--- src/rtl/risc_fetch.sv ---
// Instruction-fetch stage for the 13-bit RISC core: owns the PC, latches the
// word returned by instruction memory into ir, and handles stall, branch and HALT.
module risc_fetch #(
    parameter logic [4:0] RESET_PC    = 5'd0,
    parameter logic [3:0] HALT_OPCODE = 4'h0
) (
    input  logic        clk,
    input  logic        reset,
    output logic [4:0]  pc,
    input  logic [12:0] instruction,
    input  logic        stall,
    input  logic        branch_taken,
    input  logic [4:0]  branch_target,
    output logic [12:0] ir,
    output logic [4:0]  ir_pc,
    output logic        ir_valid,
    output logic        halted
);

    logic [4:0]  pc_q, pc_d;
    logic [12:0] ir_q, ir_d;
    logic [4:0]  ir_pc_q, ir_pc_d;
    logic        ir_valid_q, ir_valid_d;
    logic        halted_q, halted_d;
    logic        is_halt;

    assign is_halt = (instruction[12:9] == HALT_OPCODE);

    // Priority: branch, halted hold, stall, HALT detect, normal fetch.
    always_comb begin
        pc_d       = pc_q;
        ir_d       = ir_q;
        ir_pc_d    = ir_pc_q;
        ir_valid_d = ir_valid_q;
        halted_d   = halted_q;
        if (branch_taken) begin
            pc_d       = branch_target;
            ir_valid_d = 1'b0;
            halted_d   = 1'b0;
        end else if (halted_q) begin
            ir_valid_d = 1'b0;
        end else if (stall) begin
            ir_valid_d = ir_valid_q;
        end else if (is_halt) begin
            halted_d   = 1'b1;
            ir_valid_d = 1'b0;
        end else begin
            ir_d       = instruction;
            ir_pc_d    = pc_q;
            ir_valid_d = 1'b1;
            pc_d       = pc_q + 5'd1;
        end
    end

    always_ff @(posedge clk or posedge reset) begin
        if (reset) begin
            pc_q       <= RESET_PC;
            ir_q       <= 13'h0000;
            ir_pc_q    <= 5'd0;
            ir_valid_q <= 1'b0;
            halted_q   <= 1'b0;
        end else begin
            pc_q       <= pc_d;
            ir_q       <= ir_d;
            ir_pc_q    <= ir_pc_d;
            ir_valid_q <= ir_valid_d;
            halted_q   <= halted_d;
        end
    end

    assign pc       = pc_q;
    assign ir       = ir_q;
    assign ir_pc    = ir_pc_q;
    assign ir_valid = ir_valid_q;
    assign halted   = halted_q;

endmodule

--- config.mk ---
export PLATFORM = sky130hd
export DESIGN_NAME = risc_fetch
export DESIGN_NICKNAME = d
export VERILOG_FILES = /design/src/rtl/risc_fetch.sv
export SDC_FILE = /design/constraint.sdc
export NUM_CORES = 1
export LEC_CHECK = 0
export BUFFER_PORTS_ARGS = -buffer_cell sky130_fd_sc_hd__buf_4
export CAP_MARGIN = 25
export CORE_MARGIN = 1.5
export CORE_UTILIZATION = 49
export DETAILED_ROUTE_END_ITERATION = 10
export HOLD_SLACK_MARGIN = 0.03
export PLACE_DENSITY_LB_ADDON = 0.3
export SETUP_SLACK_MARGIN = 0.02
export SYNTH_ARGS = -nofsm -noshare
export SYNTH_HDL_FRONTEND = slang
export SYNTH_SLANG_ARGS = --single-unit
--- constraint.sdc ---
create_clock -name clk -period 4.42 [get_ports clk]
set_clock_uncertainty 0.1 [all_clocks]
set_input_delay 1.326 -clock clk [delete_from_list [all_inputs] [get_ports clk]]
set_output_delay 1.326 -clock clk [all_outputs]
set_load 0.02 [all_outputs]
==> impl_metrics.tcl, run 1 <==
set metrics [dict create \
    syn_nets 106 \
    die_h_um 51.4 \
    post_drt_via_cell_ratio 5.24 \
    irDropWorstVdd_v 0.000214 \
    max_cap_viol_count 0 \
    hpwl_um 1560 \
    period_minus_slack_ps 2920 \
    post_cts_buffers 0 \
    crit_family "simple AND/OR/NAND/NOR gates" \
    critPathMaxFanout 12 \
    fin_crit_sh_pct 66.0 \
    placedCellCount 153 \
    dieWidth_um 51.4 \
    max_stage_delay_ps 830 \
    antenna_cells 0 \
    slew_violations 0 \
    slew-limit-headroom_pct 35.8 \
    syn2layout_area_growth_pct 32.6 \
    fmax_ghz 0.343 \
    cts.sinks 25 \
    synth-seq-area-share_pct 54.4 \
    start_kind "input pin" \
    numCtsBuffers 3 \
    grt_max_degree 26 \
    synth.most_common_cell "dfrtp_1" \
    hold_path_class "reg2reg" \
    grt_antenna_before_repair 0 \
    critPathMostFrequentCell "buf_4" \
    clk_path_buf_depth 2 \
    core_area_um2 2210 \
    cts_root_buf "clkbuf_4" \
    arrival_ps 3020 \
    synth_edf_count 0 \
    clkTransAtPathRegs_ps 130 \
    cp-end-kind "register" \
    final_util_pct 68.9 \
    post_cts_resized 0 \
    power_density_nw_per_um2 384 \
    drc 0 \
    finalNonFillerCells 157 \
    rsz0062_at_grt "no" \
    postCtsHoldBufs 0 \
    synthesis.area_um2 1150 \
    place_area_um2 1500 \
    final_cell_area_um2 1530 \
    num_rows 17 \
    grt-ovfl-total 0 \
    yosys_most_used_dff "dfrtp_1" \
    setup_tns_ps 0 \
    path_class "in2reg" \
    via_count 823 \
    netlist_top_cells_count "25 x dfrtp_1, 10 x mux2_4, 8 x mux2_2, 4 x nand3_1, 4 x nor2_1" \
    grt_pass1_vias 785 \
    gp_congestion 0.863 \
    nets 153 \
    routedWlPerCell_um 13.1 \
    postSynthAreaPerCell_um2 13.9 \
    initial_core_util_pct 52.0 \
    grt_usage_pct 17.6 \
    syn_inst 83 \
    p_leak_nw 0.738 \
    drt_iter0_drc 10 \
    slowest_stage "nor4_2" \
    tightest_slew_ps 955 \
    path_cells "buf_4 > nor4_2 > nor4_4 > buf_4 > mux2_4" \
    grt_pass1_wl_um 3510 \
    finalWirelength_um 2060 \
    synth_seq_cells 25 \
    finalHoldViolCount 0 \
    io_pins 47 \
    port_buffers 46 \
    synth_top_cell_by_area "dfrtp_1" \
    tritoncts "yes" \
    fp.dieArea_um2 2650 \
    synthTopCellsByArea "dfrtp_1 54%, mux2_4 13%, mux2_2 7.8%" \
    async_reset_ff_share_pct 100 \
    firstDrtPassIters 4 \
    ys_types 29 \
    status "finished clean" \
    yosysTopAreaCellShare_pct 54.4 \
    setup_viol 0 \
    synth_warnings 0 \
    clk_latency_ps 300 \
    cp_data_required_time_ps 4520 \
    drive_above_1_share_pct 57.4 \
    htree_levels 1 \
    crit_buf_inv 2 \
    ant_nets 0 \
]
[stage by stage]
stage | worst slack (ps) | total power [mW] | hold slack, ps
detailed placement | 1190 | 0.495 | 397
finish | 1500 | 0.586 | 427
floorplan | 1690 | 0.409 | 516
CTS | 1520 | 0.593 | 431
global placement | 1240 | 0.492 | 394
global route | 1410 | 0.619 | 439
[worst reg2reg max path: stages, from the launching register on]
cell     delay, ps
dfrtp_1        510
nor4_4         560
buf_4          330
mux2_4         320
[layout by cell type, fill, tap and decap left out, types with 2 or more instances in the layout]
cell	count
buf_4	47
inv_1	3
mux2_2	8
nand2_1	3
nor2_1	4
dfrtp_1	25
or4_1	3
nand3_1	4
clkbuf_4	3
a31oi_1	2
mux2_4	10
[final cells by class]
| class | instances | area (µm²) |
|---|---|---|
| Inverter | 3 | 11.3 |
| Fill cell | 164 | 687 |
| Clock buffer | 4 | 26.3 |
| Multi-Input combinational cell | 50 | 474 |
| Sequential cell | 25 | 626 |
| Timing Repair Buffer | 47 | 353 |
| Tap cell | 28 | 35.0 |
[flip-flops by register name, summed over array words and instances (netlist names)]
name      count
ir           13
ir_pc         5
pc            5
halted        1
ir_valid      1
[final timing paths]
kind,startpoint,slack [ps],cells after the start,end
worst max-delay path,instruction[10],1500,5,ir[3]$_DFFE_PP0P_
worst min-delay path,ir_valid$_DFFE_PP0P_,430,1,ir_valid$_DFFE_PP0P_
worst max register to register,halted$_DFF_PP0_,2500,3,ir[3]$_DFFE_PP0P_
worst min register to register,ir_valid$_DFFE_PP0P_,430,1,ir_valid$_DFFE_PP0P_
max in group asynchronous,reset,2560,2,pc[2]$_DFFE_PP0P_
min in group asynchronous,reset,1110,2,ir[4]$_DFFE_PP0P_
[logic make-up after synthesis]
group / count (synthesis) / share of synthesized area [%]
mux: 18 / 20.9
simple gates: 21 / 12.9
compound gates: 10 / 6.31
fa+ha+maj: 1 / 1.09
flops: 25 / 54.4
buf+inv: 8 / 4.35
[layer usage]
layer / wire length, µm / vias up / GRT usage, %
li1: - / 401 / -
met1: 923 / 390 / 25.6
met2: 992 / 28 / 26.1
met3: 115 / 4 / 2.63
met4: 34 / 0 / 7.46
met5: 0 / - / 0
[power by group]
part	leakage (nW)	internal [mW]	total (mW)	switching (mW)
sequential	0.296	0.266	0.292	0.0262
combinational	0.427	0.105	0.197	0.0920
clock	0.0150	0.0351	0.0971	0.0620
total	0.738	0.406	0.586	0.180
Power figures use the tool's default switching activity.
==> inputs of run 2 (changes only) <==
--- a/config.mk
+++ b/config.mk
@@ -8,7 +8,7 @@
 export BUFFER_PORTS_ARGS = -buffer_cell sky130_fd_sc_hd__buf_4
 export CAP_MARGIN = 25
 export CORE_MARGIN = 1.5
-export CORE_UTILIZATION = 49
+export CORE_UTILIZATION = 47
 export DETAILED_ROUTE_END_ITERATION = 10
 export HOLD_SLACK_MARGIN = 0.03
 export PLACE_DENSITY_LB_ADDON = 0.3
==> constraint.sdc (replaced) <==
create_clock -name clk -period 2.76 [get_ports clk]
set_clock_uncertainty 0.1 [all_clocks]
set_input_delay 0.828 -clock clk [delete_from_list [all_inputs] [get_ports clk]]
set_output_delay 0.828 -clock clk [all_outputs]
set_load 0.02 [all_outputs]
==> impl_metrics.tcl, run 2 (synthesis gave the netlist of run 1 again) <==
set metrics [dict create \
    nets 154 \
    start_kind "input pin" \
    cts.sinks 25 \
    critPathMaxFanout 11 \
    ant_nets 0 \
    path_class "in2reg" \
    max_cap_viol_count 0 \
    num_rows 17 \
    setup_tns_ps 0 \
    power_frac_seq_pct 49.6 \
    drt_iter0_drc 14 \
    hpwl_um 1710 \
    place_area_um2 1510 \
    period_minus_slack_ps 2100 \
    dp_slack_ps 302 \
    grt_pass1_vias 756 \
    internal_power_mw 0.651 \
    path_cells "buf_4 > nor4_4 > buf_4 > mux2_2" \
    cp_data_required_time_ps 2880 \
    post_drt_via_cell_ratio 5.41 \
    postCtsHoldBufs 0 \
    grt_pass1_wl_um 3390 \
    clk_path_buf_depth 2 \
    clk_latency_ps 320 \
    whs_ps 426 \
    grt_antenna_before_repair 0 \
    numCtsBuffers 3 \
    grt-ovfl-total 0 \
    tightest_slew_ps 896 \
    final_util_pct 68.0 \
    post_cts_resized 0 \
    arrival_ps 2220 \
    slowest_stage "nor4_4" \
    placedCellCount 154 \
    antenna_cells 0 \
    via_count 854 \
    layout_common_cells "48 x buf_4, 25 x dfrtp_1, 10 x mux2_4, 8 x mux2_2" \
    slew_violations 0 \
    setup_ws_ps 656 \
    crit_buf_inv 2 \
    combPwrFrac_pct 33.5 \
    post_cts_buffers 0 \
    clock_power_share_pct 16.9 \
    finalWirelength_um 2260 \
    finalNonFillerCells 158 \
    reg2reg_setup_slack_ps 840 \
    drive_above_1_share_pct 57.7 \
    grt_max_degree 26 \
    rsz0062_at_grt "no" \
    fin_crit_sh_pct 76.2 \
    syn2layout_area_growth_pct 33.3 \
    routedWlPerCell_um 14.3 \
    max_stage_delay_ps 540 \
    fp.dieArea_um2 2750 \
    largest_reg_flops 13 \
    irDropWorstVdd_v 0.000465 \
    netSwitchingPower_mw 0.297 \
    slew-limit-headroom_pct 40.2 \
    fmax_ghz 0.475 \
    io_pins 47 \
    drc 0 \
    critPathMostFrequentCell "buf_4" \
    htree_levels 1 \
    finalHoldViolCount 0 \
    layout_commonest_cell "buf_4" \
    status "finished clean" \
    tritoncts "yes" \
    netSwitchingFraction_pct 31.3 \
    power_density_nw_per_um2 618 \
    initial_core_util_pct 51.0 \
    gp_congestion 0.862 \
    dieWidth_um 52.5 \
    firstDrtPassIters 5 \
    clkTransAtPathRegs_ps 130 \
    hold_path_class "reg2reg" \
    crit_family "simple AND/OR/NAND/NOR gates" \
    cp-end-kind "register" \
    p_leak_nw 0.744 \
    p_total_mw 0.948 \
    die_h_um 52.5 \
    cts_root_buf "clkbuf_4" \
    fillers 173 \
    grt_usage_pct 17.1 \
    final_cell_area_um2 1530 \
    core_area_um2 2250 \
    setup_viol 0 \
    port_buffers 46 \
]
[run 2: final cells by class]
class | instances | area, µm² | area share (%)
multi-input cells | 50 | 474 | 30.9
flip-flops and latches | 25 | 626 | 40.8
clock buffers | 4 | 26.3 | 1.71
repair buffers | 48 | 360 | 23.5
inverters | 3 | 11.3 | 0.735
well taps | 28 | 35.0 | 2.29
[run 2: final timing paths]
path	startpoint	to	cells past startpoint
max in group asynchronous	reset	ir_pc[0]$_DFFE_PP0P_	2
max	branch_taken	ir_pc[4]$_DFFE_PP0P_	4
min reg2reg	ir[10]$_DFFE_PP0P_	ir[10]$_DFFE_PP0P_	1
min in group asynchronous	reset	ir[3]$_DFFE_PP0P_	2
max reg2reg	halted$_DFF_PP0_	ir_pc[4]$_DFFE_PP0P_	3
min	ir[10]$_DFFE_PP0P_	ir[10]$_DFFE_PP0P_	1
[run 2: worst register-to-register path, delay by kind of cell (launching register included)]
| kind | cells | cell delay, ps |
|---|---|---|
| buf+inv | 1 | 340 |
| mux | 1 | 360 |
| simple gates | 1 | 520 |
| flops | 1 | 510 |
[run 2: routing by layer]
| metal | up-vias | track usage [%] | wire length [µm] |
|---|---|---|---|
| met1 | 413 | 23.9 | 1010 |
| met3 | 7 | 3.14 | 151 |
| met2 | 38 | 25.8 | 1050 |
| li1 | 396 | - | - |
| met4 | 0 | 7.69 | 46 |
| met5 | - | 0 | 0 |
[run 2: power groups by stage]
stage / combinational, mW / clock (mW) / sequential, mW
3_5_place_dp: 0.320 / 0 / 0.477
5_1_grt: 0.340 / 0.176 / 0.478
4_1_cts: 0.321 / 0.163 / 0.470
2_1_floorplan: 0.110 / 0 / 0.544
6_report: 0.318 / 0.160 / 0.470
3_3_place_gp: 0.315 / 0 / 0.474
==> inputs of run 3 (changes only) <==
==> constraint.sdc (replaced) <==
create_clock -name clk -period 2.05 [get_ports clk]
set_clock_uncertainty 0.1 [all_clocks]
set_input_delay 0.615 -clock clk [delete_from_list [all_inputs] [get_ports clk]]
set_output_delay 0.615 -clock clk [all_outputs]
set_load 0.02 [all_outputs]
==> impl_metrics.tcl, run 3 (synthesis gave the netlist of run 1 again) <==
set metrics [dict create \
    hold_path_class "in2async" \
    cts_root_buf "clkbuf_4" \
    post_cts_resized 0 \
    fp.dieArea_um2 2750 \
    grt_pass1_vias 878 \
    largest_reg_flops 13 \
    routedWlPerCell_um 14.5 \
    regArea_um2 626 \
    fmax_ghz 0.562 \
    numCtsBuffers 3 \
    tightest_slew_ps 493 \
    crit_family "flip-flops" \
    nets 160 \
    slew-limit-headroom_pct 67.1 \
    grt-ovfl-total 0 \
    antenna_cells 0 \
    slowest_stage "dfrtp_1" \
    irDropWorstVdd_v 0.000493 \
    die_h_um 52.5 \
    cp-end-kind "output port" \
    drc 0 \
    cts.sinks 25 \
    hpwl_um 1790 \
    whs_ps 210 \
    period_minus_slack_ps 1780 \
    port_buffers 46 \
    syn2layout_area_growth_pct 37.2 \
    fin_crit_sh_pct 86.8 \
    fillers 178 \
    dieWidth_um 52.5 \
    dp_slack_ps -494 \
    drive_above_1_share_pct 59.6 \
    clk_latency_ps 310 \
    gp_congestion 0.830 \
    grt_antenna_before_repair 0 \
    num_rows 17 \
    finalWirelength_um 2380 \
    slew_violations 0 \
    crit_buf_inv 2 \
    max_stage_delay_ps 430 \
    core_area_um2 2250 \
    grt_usage_pct 19.6 \
    cp_data_required_time_ps 1330 \
    tritoncts "yes" \
    clkTransAtPathRegs_ps 120 \
    rsz0062_at_grt "no" \
    setup_viol 0 \
    grt_max_degree 15 \
    status "finished clean" \
    htree_levels 1 \
    place_area_um2 1540 \
    via_count 859 \
    clk_path_buf_depth 2 \
    critPathMaxFanout 8 \
    final_util_pct 70.0 \
    critPathMostFrequentCell "buf_4" \
    placedCellCount 159 \
    max_cap_viol_count 0 \
    finalNonFillerCells 164 \
    p_leak_nw 0.774 \
    grt_pass1_wl_um 3900 \
    setup_ws_ps 271 \
    power_density_nw_per_um2 810 \
    ant_nets 0 \
    post_drt_via_cell_ratio 5.24 \
    initial_core_util_pct 51.0 \
    multi_input_area_um2 474 \
    arrival_ps 1060 \
    layout_commonest_cell "buf_4" \
    layout_common_cells "54 x buf_4, 25 x dfrtp_1, 10 x mux2_4, 8 x mux2_2" \
    path_class "reg2out" \
    finalHoldViolCount 0 \
    io_pins 47 \
    firstDrtPassIters 3 \
    path_cells "buf_4 > buf_4" \
    final_cell_area_um2 1580 \
    start_kind "register" \
    drt_iter0_drc 6 \
]
[run 3: cell count changes in the layout (fill, tap and decap cells not counted)]
cell,before,now
buf_4,48,54
[run 3: final timing paths]
kind | from | to | slack [ps] | depth (start not counted)
setup / recovery | halted$_DFF_PP0_ | halted | 270 | 2
hold / removal | reset | ir[11]$_DFFE_PP0P_ | 210 | 2
setup reg to reg | pc[1]$_DFFE_PP0P_ | pc[4]$_DFFE_PP0P_ | 370 | 4
hold reg to reg | ir[10]$_DFFE_PP0P_ | ir[10]$_DFFE_PP0P_ | 420 | 1
max in group asynchronous | reset | ir[1]$_DFFE_PP0P_ | 1080 | 3
min in group clk | branch_target[1] | pc[1]$_DFFE_PP0P_ | 410 | 3
[run 3: repair_timing]
item / 4_1_cts / 5_1_grt
buffers inserted: 1 / 0
hold buffers: 0 / 0
endpoints found under the setup margin: 8 / 0
[run 3: metrics by stage]
step	setup TNS (ps)	power (mW)
global route	0	1.34
global placement	-4590	1.07
finish	0	1.28
CTS	0	1.29
detailed placement	-5450	1.08
floorplan	0	0.881
[run 3: metal layers]
metal	vias to the layer above	global-route usage, %	share of wire [%]
li1	411	-	-
met1	419	22.9	43
met2	25	35.0	50
met3	4	2.86	5.2
met4	0	8.97	1.4
met5	-	0	0
[run 3: cell type report]
type	instances	share of cell area, %
repair buffers	54	25.7
inverters	3	0.714
clock buffers	4	1.67
well taps	28	2.22
flip-flops and latches	25	39.7
multi-input cells	50	30.1
[run 3: power breakdown]
group / total (mW) / leakage, nW / internal (mW) / switching, mW
registers: 0.629 / 0.296 / 0.574 / 0.0550
clock network: 0.212 / 0.0150 / 0.0760 / 0.136
logic: 0.437 / 0.463 / 0.232 / 0.205
total: 1.28 / 0.774 / 0.882 / 0.396
